## config.mk

```make
export PLATFORM = sky130hd
export DESIGN_NAME = cpu_control
export DESIGN_NICKNAME = d
export VERILOG_FILES = /design/src/rtl/cpu_pkg.sv /design/src/rtl/cpu_control.sv
export SDC_FILE = /design/constraint.sdc
export NUM_CORES = 1
export LEC_CHECK = 0
export ABC_AREA = 1
export BUFFER_PORTS_ARGS = -buffer_cell sky130_fd_sc_hd__buf_2
export CORE_UTILIZATION = 42
export CTS_BUF_LIST = sky130_fd_sc_hd__clkbuf_4 sky130_fd_sc_hd__clkbuf_8
export DETAILED_ROUTE_END_ITERATION = 10
export PLACE_DENSITY = 0.77
export SLEW_MARGIN = 20
export SYNTH_ARGS = -nofsm -noshare
export SYNTH_HDL_FRONTEND = slang
export SYNTH_SLANG_ARGS = --single-unit
```

## constraint.sdc

```tcl
create_clock -name clk -period 1.1 [get_ports clk]
set_input_delay 0.055 -clock clk [delete_from_list [all_inputs] [get_ports clk]]
set_output_delay 0.055 -clock clk [all_outputs]
set_load 0.02 [all_outputs]
```

## src/rtl/cpu_pkg.sv

```systemverilog
// Shared definitions for the 8-bit accumulator CPU: opcodes, control states
// and instruction field positions.
package cpu_pkg;

  localparam int OP_MSB   = 15;
  localparam int OP_LSB   = 12;
  localparam int ADDR_MSB = 7;
  localparam int ADDR_LSB = 0;

  typedef enum logic [3:0] {
    OP_INC  = 4'h0,
    OP_ADD  = 4'h1,
    OP_SUB  = 4'h2,
    OP_DEC  = 4'h3,
    OP_AND  = 4'h4,
    OP_OR   = 4'h5,
    OP_XOR  = 4'h6,
    OP_INV  = 4'h7,
    OP_SHR  = 4'h8,
    OP_SHL  = 4'h9,
    OP_MOV  = 4'hA,
    OP_NAND = 4'hB,
    OP_LDA  = 4'hC,
    OP_STA  = 4'hD,
    OP_JMP  = 4'hE,
    OP_HLT  = 4'hF
  } opcode_e;

  typedef enum logic [2:0] {
    ST_IDLE   = 3'd0,
    ST_FETCH  = 3'd1,
    ST_DECODE = 3'd2,
    ST_EXEC   = 3'd3,
    ST_HALT   = 3'd4
  } state_e;

  function automatic logic is_alu_op(input logic [3:0] op);
    return op <= OP_NAND;
  endfunction

endpackage

```

## src/rtl/cpu_control.sv

```systemverilog
// Multi-cycle control unit: FETCH/DECODE/EXEC sequencer with PC, IR, AC and E
// registers, issuing operands to an external combinational ALU.
module cpu_control
  import cpu_pkg::*;
#(
  parameter logic [7:0] RESET_PC = 8'h00
) (
  input  logic        clk,
  input  logic        reset,
  input  logic        run,
  output logic [7:0]  imem_addr,
  input  logic [15:0] imem_data,
  output logic [7:0]  dmem_addr,
  output logic [7:0]  dmem_wdata,
  output logic        dmem_we,
  input  logic [7:0]  dmem_rdata,
  output logic [3:0]  alu_op,
  output logic [7:0]  alu_a,
  output logic [7:0]  alu_b,
  output logic        alu_e,
  input  logic [7:0]  alu_out,
  input  logic        alu_e_out,
  output logic [7:0]  ac,
  output logic        e_flag,
  output logic        busy,
  output logic        halted
);

  state_e      state_q, state_d;
  logic [7:0]  pc_q, pc_d;
  logic [15:0] ir_q, ir_d;
  logic [7:0]  ac_q, ac_d;
  logic        e_q, e_d;
  opcode_e     op;
  logic        unused_ir;

  assign op        = opcode_e'(ir_q[OP_MSB:OP_LSB]);
  assign unused_ir = ^ir_q[11:8];  // reserved instruction field

  always_ff @(posedge clk) begin
    if (reset) begin
      state_q <= ST_IDLE;
      pc_q    <= RESET_PC;
      ir_q    <= 16'h0000;
      ac_q    <= 8'h00;
      e_q     <= 1'b0;
    end else begin
      state_q <= state_d;
      pc_q    <= pc_d;
      ir_q    <= ir_d;
      ac_q    <= ac_d;
      e_q     <= e_d;
    end
  end

  always_comb begin
    state_d   = state_q;
    pc_d      = pc_q;
    ir_d      = ir_q;
    ac_d      = ac_q;
    e_d       = e_q;
    dmem_we   = 1'b0;
    dmem_addr = ir_q[ADDR_MSB:ADDR_LSB];
    case (state_q)
      ST_IDLE, ST_HALT: begin
        if (run) begin
          pc_d    = RESET_PC;
          state_d = ST_FETCH;
        end
      end
      ST_FETCH: state_d = ST_DECODE;
      ST_DECODE: begin
        // address the operand now so the synchronous RAM delivers it in EXEC
        ir_d      = imem_data;
        pc_d      = pc_q + 8'd1;
        dmem_addr = imem_data[ADDR_MSB:ADDR_LSB];
        state_d   = ST_EXEC;
      end
      ST_EXEC: begin
        state_d = ST_FETCH;
        if (is_alu_op(op)) begin
          ac_d = alu_out;
          if (op == OP_ADD || op == OP_SUB) e_d = alu_e_out;
        end else begin
          case (op)
            OP_LDA:  ac_d = dmem_rdata;
            OP_STA:  dmem_we = 1'b1;
            OP_JMP:  pc_d = ir_q[ADDR_MSB:ADDR_LSB];
            OP_HLT:  state_d = ST_HALT;
            default: ;
          endcase
        end
      end
      default: state_d = ST_IDLE;
    endcase
  end

  assign imem_addr  = pc_q;
  assign dmem_wdata = ac_q;
  assign alu_op     = ir_q[OP_MSB:OP_LSB];
  assign alu_a      = ac_q;
  assign alu_b      = dmem_rdata;
  assign alu_e      = e_q;
  assign ac         = ac_q;
  assign e_flag     = e_q;
  assign busy       = (state_q == ST_FETCH) || (state_q == ST_DECODE) || (state_q == ST_EXEC);
  assign halted     = (state_q == ST_HALT);

endmodule

```

==> flow_metrics.py <==
metrics = {
    "drt": {
        "finalWirelength_microns": 5570,
        "wl_per_cell_microns": 12.6,
        "final_antenna_net_count": 0,
        "via_per_inst": 4.83,
        "first_pass_iters": 4,
        "vias": 2141,
        "drc": 0,
        "drt_iter0_markers": 69,
    },
    "clock_tree": {
        "clk_pin_slew_worst_paths_ps": 70,
        "htreeDepth": 2,
        "cts_buffers": 5,
        "cts_root_buf": "clkbuf_8",
        "postCtsHoldBufs": 0,
        "tritoncts": "done",
        "clock_sinks": 32,
        "cts_max_path_buffers": 2,
        "clk_latency_ps": 290,
    },
    "floorplanning": {
        "die_x_microns": 70.0,
        "fp.dieArea_sq_um": 4900,
        "num_rows": 24,
        "core_area_sq_um": 4380,
        "initial_core_util_pct": 44.3,
        "ios": 93,
        "die_h_microns": 70.0,
    },
    "global_routing": {
        "grt_max_degree": 21,
        "grt_pass1_wl_microns": 8780,
        "overflow": 0,
        "grt_usage_pct": 22.3,
        "grt_pass1_vias": 1976,
        "antenna_found_initial": 0,
    },
    "sta": {
        "fmax_ghz": 0.692,
        "period_minus_slack_ps": 1440,
        "setup_tns_ps": -6860,
        "rsz0062_at_grt": "yes",
        "slew_headroom_pct": 83.2,
        "setup_viol": 36,
        "hold_viol_final": 0,
        "slew_violations": 0,
        "worst_pin_slew_ps": 251,
        "fin_skew_ps": 12.7,
        "worst_slack_ps": -345,
        "fin_crit_sh_pct": 131,
    },
    "status": {
        "outcome": "complete, but fails checks",
        "violations": "setup timing",
    },
    "logic_synthesis": {
        "ys_seq_elements": 32,
        "synth-compound-area-share_pct": 14.4,
        "ys_warn_count": 0,
        "synth_adder_area_share_pct": 0.645,
        "syn-mean-instance-area_sq_um": 6.69,
        "synth_mux_area_share_pct": 0,
        "synthCells": 290,
        "ys_seq_area_share_pct": 33.0,
        "synth_area_sq_um": 1940,
        "yosysUniqueCellTypes": 30,
        "yosys.area_share.simple_pct": 30.2,
        "synth_nets": 327,
        "synth_top_family_by_area": "simple AND/OR/NAND/NOR gates",
        "synth_xor_area_share_pct": 0,
    },
    "setup_path": {
        "cp_slowest_cell": "dfxtp_4",
        "critPathMaxFanout": 5,
        "reg2reg_depth": 8,
        "timing.rr.end": "imem_addr[7]$_SDFFE_PP0P_",
        "cp.arrival_ps": 1390,
        "cpPeakStageDelay_ps": 350,
        "critPathTopFamily": "buffers and inverters",
        "cp-end-kind": "output pin",
        "crit_path_start_kind": "register",
        "path_cells": "inv_4 -> nand3_4 -> buf_12 -> nand2_1 -> inv_2 -> a21oi_4 -> buf_6",
        "path_buf_inv": 4,
        "r2r-start": "state_q[0]$_SDFFE_PP0N_",
        "critical_path_required_ps": 1040,
        "critical_path_class": "reg2out",
        "r2r_slack_ps": -260,
    },
    "placement": {
        "finalWeightedCongestion": 0.857,
        "place_hpwl_microns": 3800,
        "dp_slack_ps": -111,
        "numPortBuffers": 88,
    },
    "power": {
        "p_per_area_nw_per_um2": 1600,
        "leakagePower_nw": 1.58,
        "total_power_mw": 5.05,
        "ir_worst_vdd_mv": 1.22,
    },
    "finish": {
        "area_growth_pct": 62.4,
        "num_antenna_cells": 0,
        "drive_above_1_share_pct": 57.3,
        "finalNetCount": 427,
    },
    "run": {
        "cap_violations": 0,
    },
    "hold_path": {
        "min_delay_path_depth": 3,
        "hold_start": "imem_data[14]",
        "hold_path_end": "ir_q[14]$_SDFFE_PP0P_",
        "hp-class": "in2reg",
    },
}
synth_stat cells (all sizes together):
master	n	area [sq um]
nand2	66	265
nor2	45	185
inv	40	153
buf	32	248
dfxtp	32	641
o21ai	20	100
a21oi	19	106
nand3	13	95.1
a211oi	8	60.1
clkbuf	4	16.3
nor3	3	15.0
and3	1	6.26
clkinv	1	5.00
ha	1	12.5
nand4	1	6.26
nor2b	1	6.26
nor4	1	6.26
o21bai	1	7.51
o22ai	1	6.26
per-stage QoR:
| stage | instance area (sq um) | std cells | utilization [%] | hold WS (ps) |
|---|---|---|---|---|
| after global routing | 3150 | 443 | 71.9 | 37.6 |
| after detailed placement | 2570 | 422 | 58.7 | 322 |
| after global placement | 2570 | 422 | 58.7 | 312 |
| after floorplan | 2080 | 290 | - | 133 |
| after CTS | 2900 | 438 | 66.0 | 0.613 |
| final | 3150 | 443 | 71.9 | 21.1 |
worst min-delay path, cell delays in order:
cell and delay, ps:
buf_2 90, nand2_1 70, a21oi_1 60
worst max-delay path by stage:
stage | start | to | cells past startpoint
6_report | state_q[2]$_SDFFE_PP0N_ | dmem_addr[5] | 7
2_1_floorplan | state_q[0]$_SDFFE_PP0N_ | dmem_addr[0] | 5
4_1_cts | state_q[2]$_SDFFE_PP0N_ | dmem_addr[0] | 6
3_5_place_dp | state_q[0]$_SDFFE_PP0N_ | imem_addr[1]$_SDFFE_PP0P_ | 6
5_1_grt | state_q[2]$_SDFFE_PP0N_ | dmem_addr[5] | 7
3_3_place_gp | state_q[1]$_SDFFE_PP0N_ | imem_addr[0]$_SDFFE_PP0P_ | 6
cells by family (layout without fill, tap and decap cells):
logic type,Yosys count,in the layout
simple gates,131,131
buf+inv,77,178
compound gates,49,49
flops,32,32
fa+ha+maj,1,1
cell usage in the layout, fill, tap and decap left out, types with 8 or more instances in the layout:
cell,n
buf_2,78
inv_1,26
buf_6,20
o21ai_2,9
nand2_1,52
nor2_1,30
buf_4,27
o21ai_0,8
dfxtp_1,20
nor2_2,10
nand3_1,10
a21oi_4,8
nand2_4,9
flip-flops by register name (all words and copies together), names as in the netlist:
signal	flops
alu_e	1
state_q	3
ac	8
imem_addr	8
ir_q	12
power breakdown:
| part | internal [mW] | switching (mW) |
|---|---|---|
| registers | 1.33 | 0.150 |
| clock network | 0.799 | 0.452 |
| logic | 1.01 | 1.30 |
what timing repair did:
item / CTS / global route
pin swaps: 9 / 18
gates cloned: 0 / 1
hold endpoints to repair: 0 / 0
setup buffers: 8 / 4
endpoints found under the setup margin: 38 / 42
gates resized for setup: 61 / 59
area by class of cell:
class / instances / area (sq um)
Clock buffer: 7 / 96.3
Inverter: 41 / 186
Tap cell: 52 / 65.1
Timing Repair Buffer: 129 / 903
Sequential cell: 32 / 668
Multi-Input combinational cell: 181 / 1200
Fill cell: 322 / 1230
Clock inverter: 1 / 30.0
metal layers:
layer	wire (microns)	share of wire, %	up-vias	track usage [%]
li1	-	-	1084	-
met5	0	0	-	0
met2	2880	52	70	40.0
met3	285	5.1	7	4.18
met1	2320	42	980	26.6
met4	75	1.3	0	7.33
Note: power is estimated with default switching activity, not from simulation.
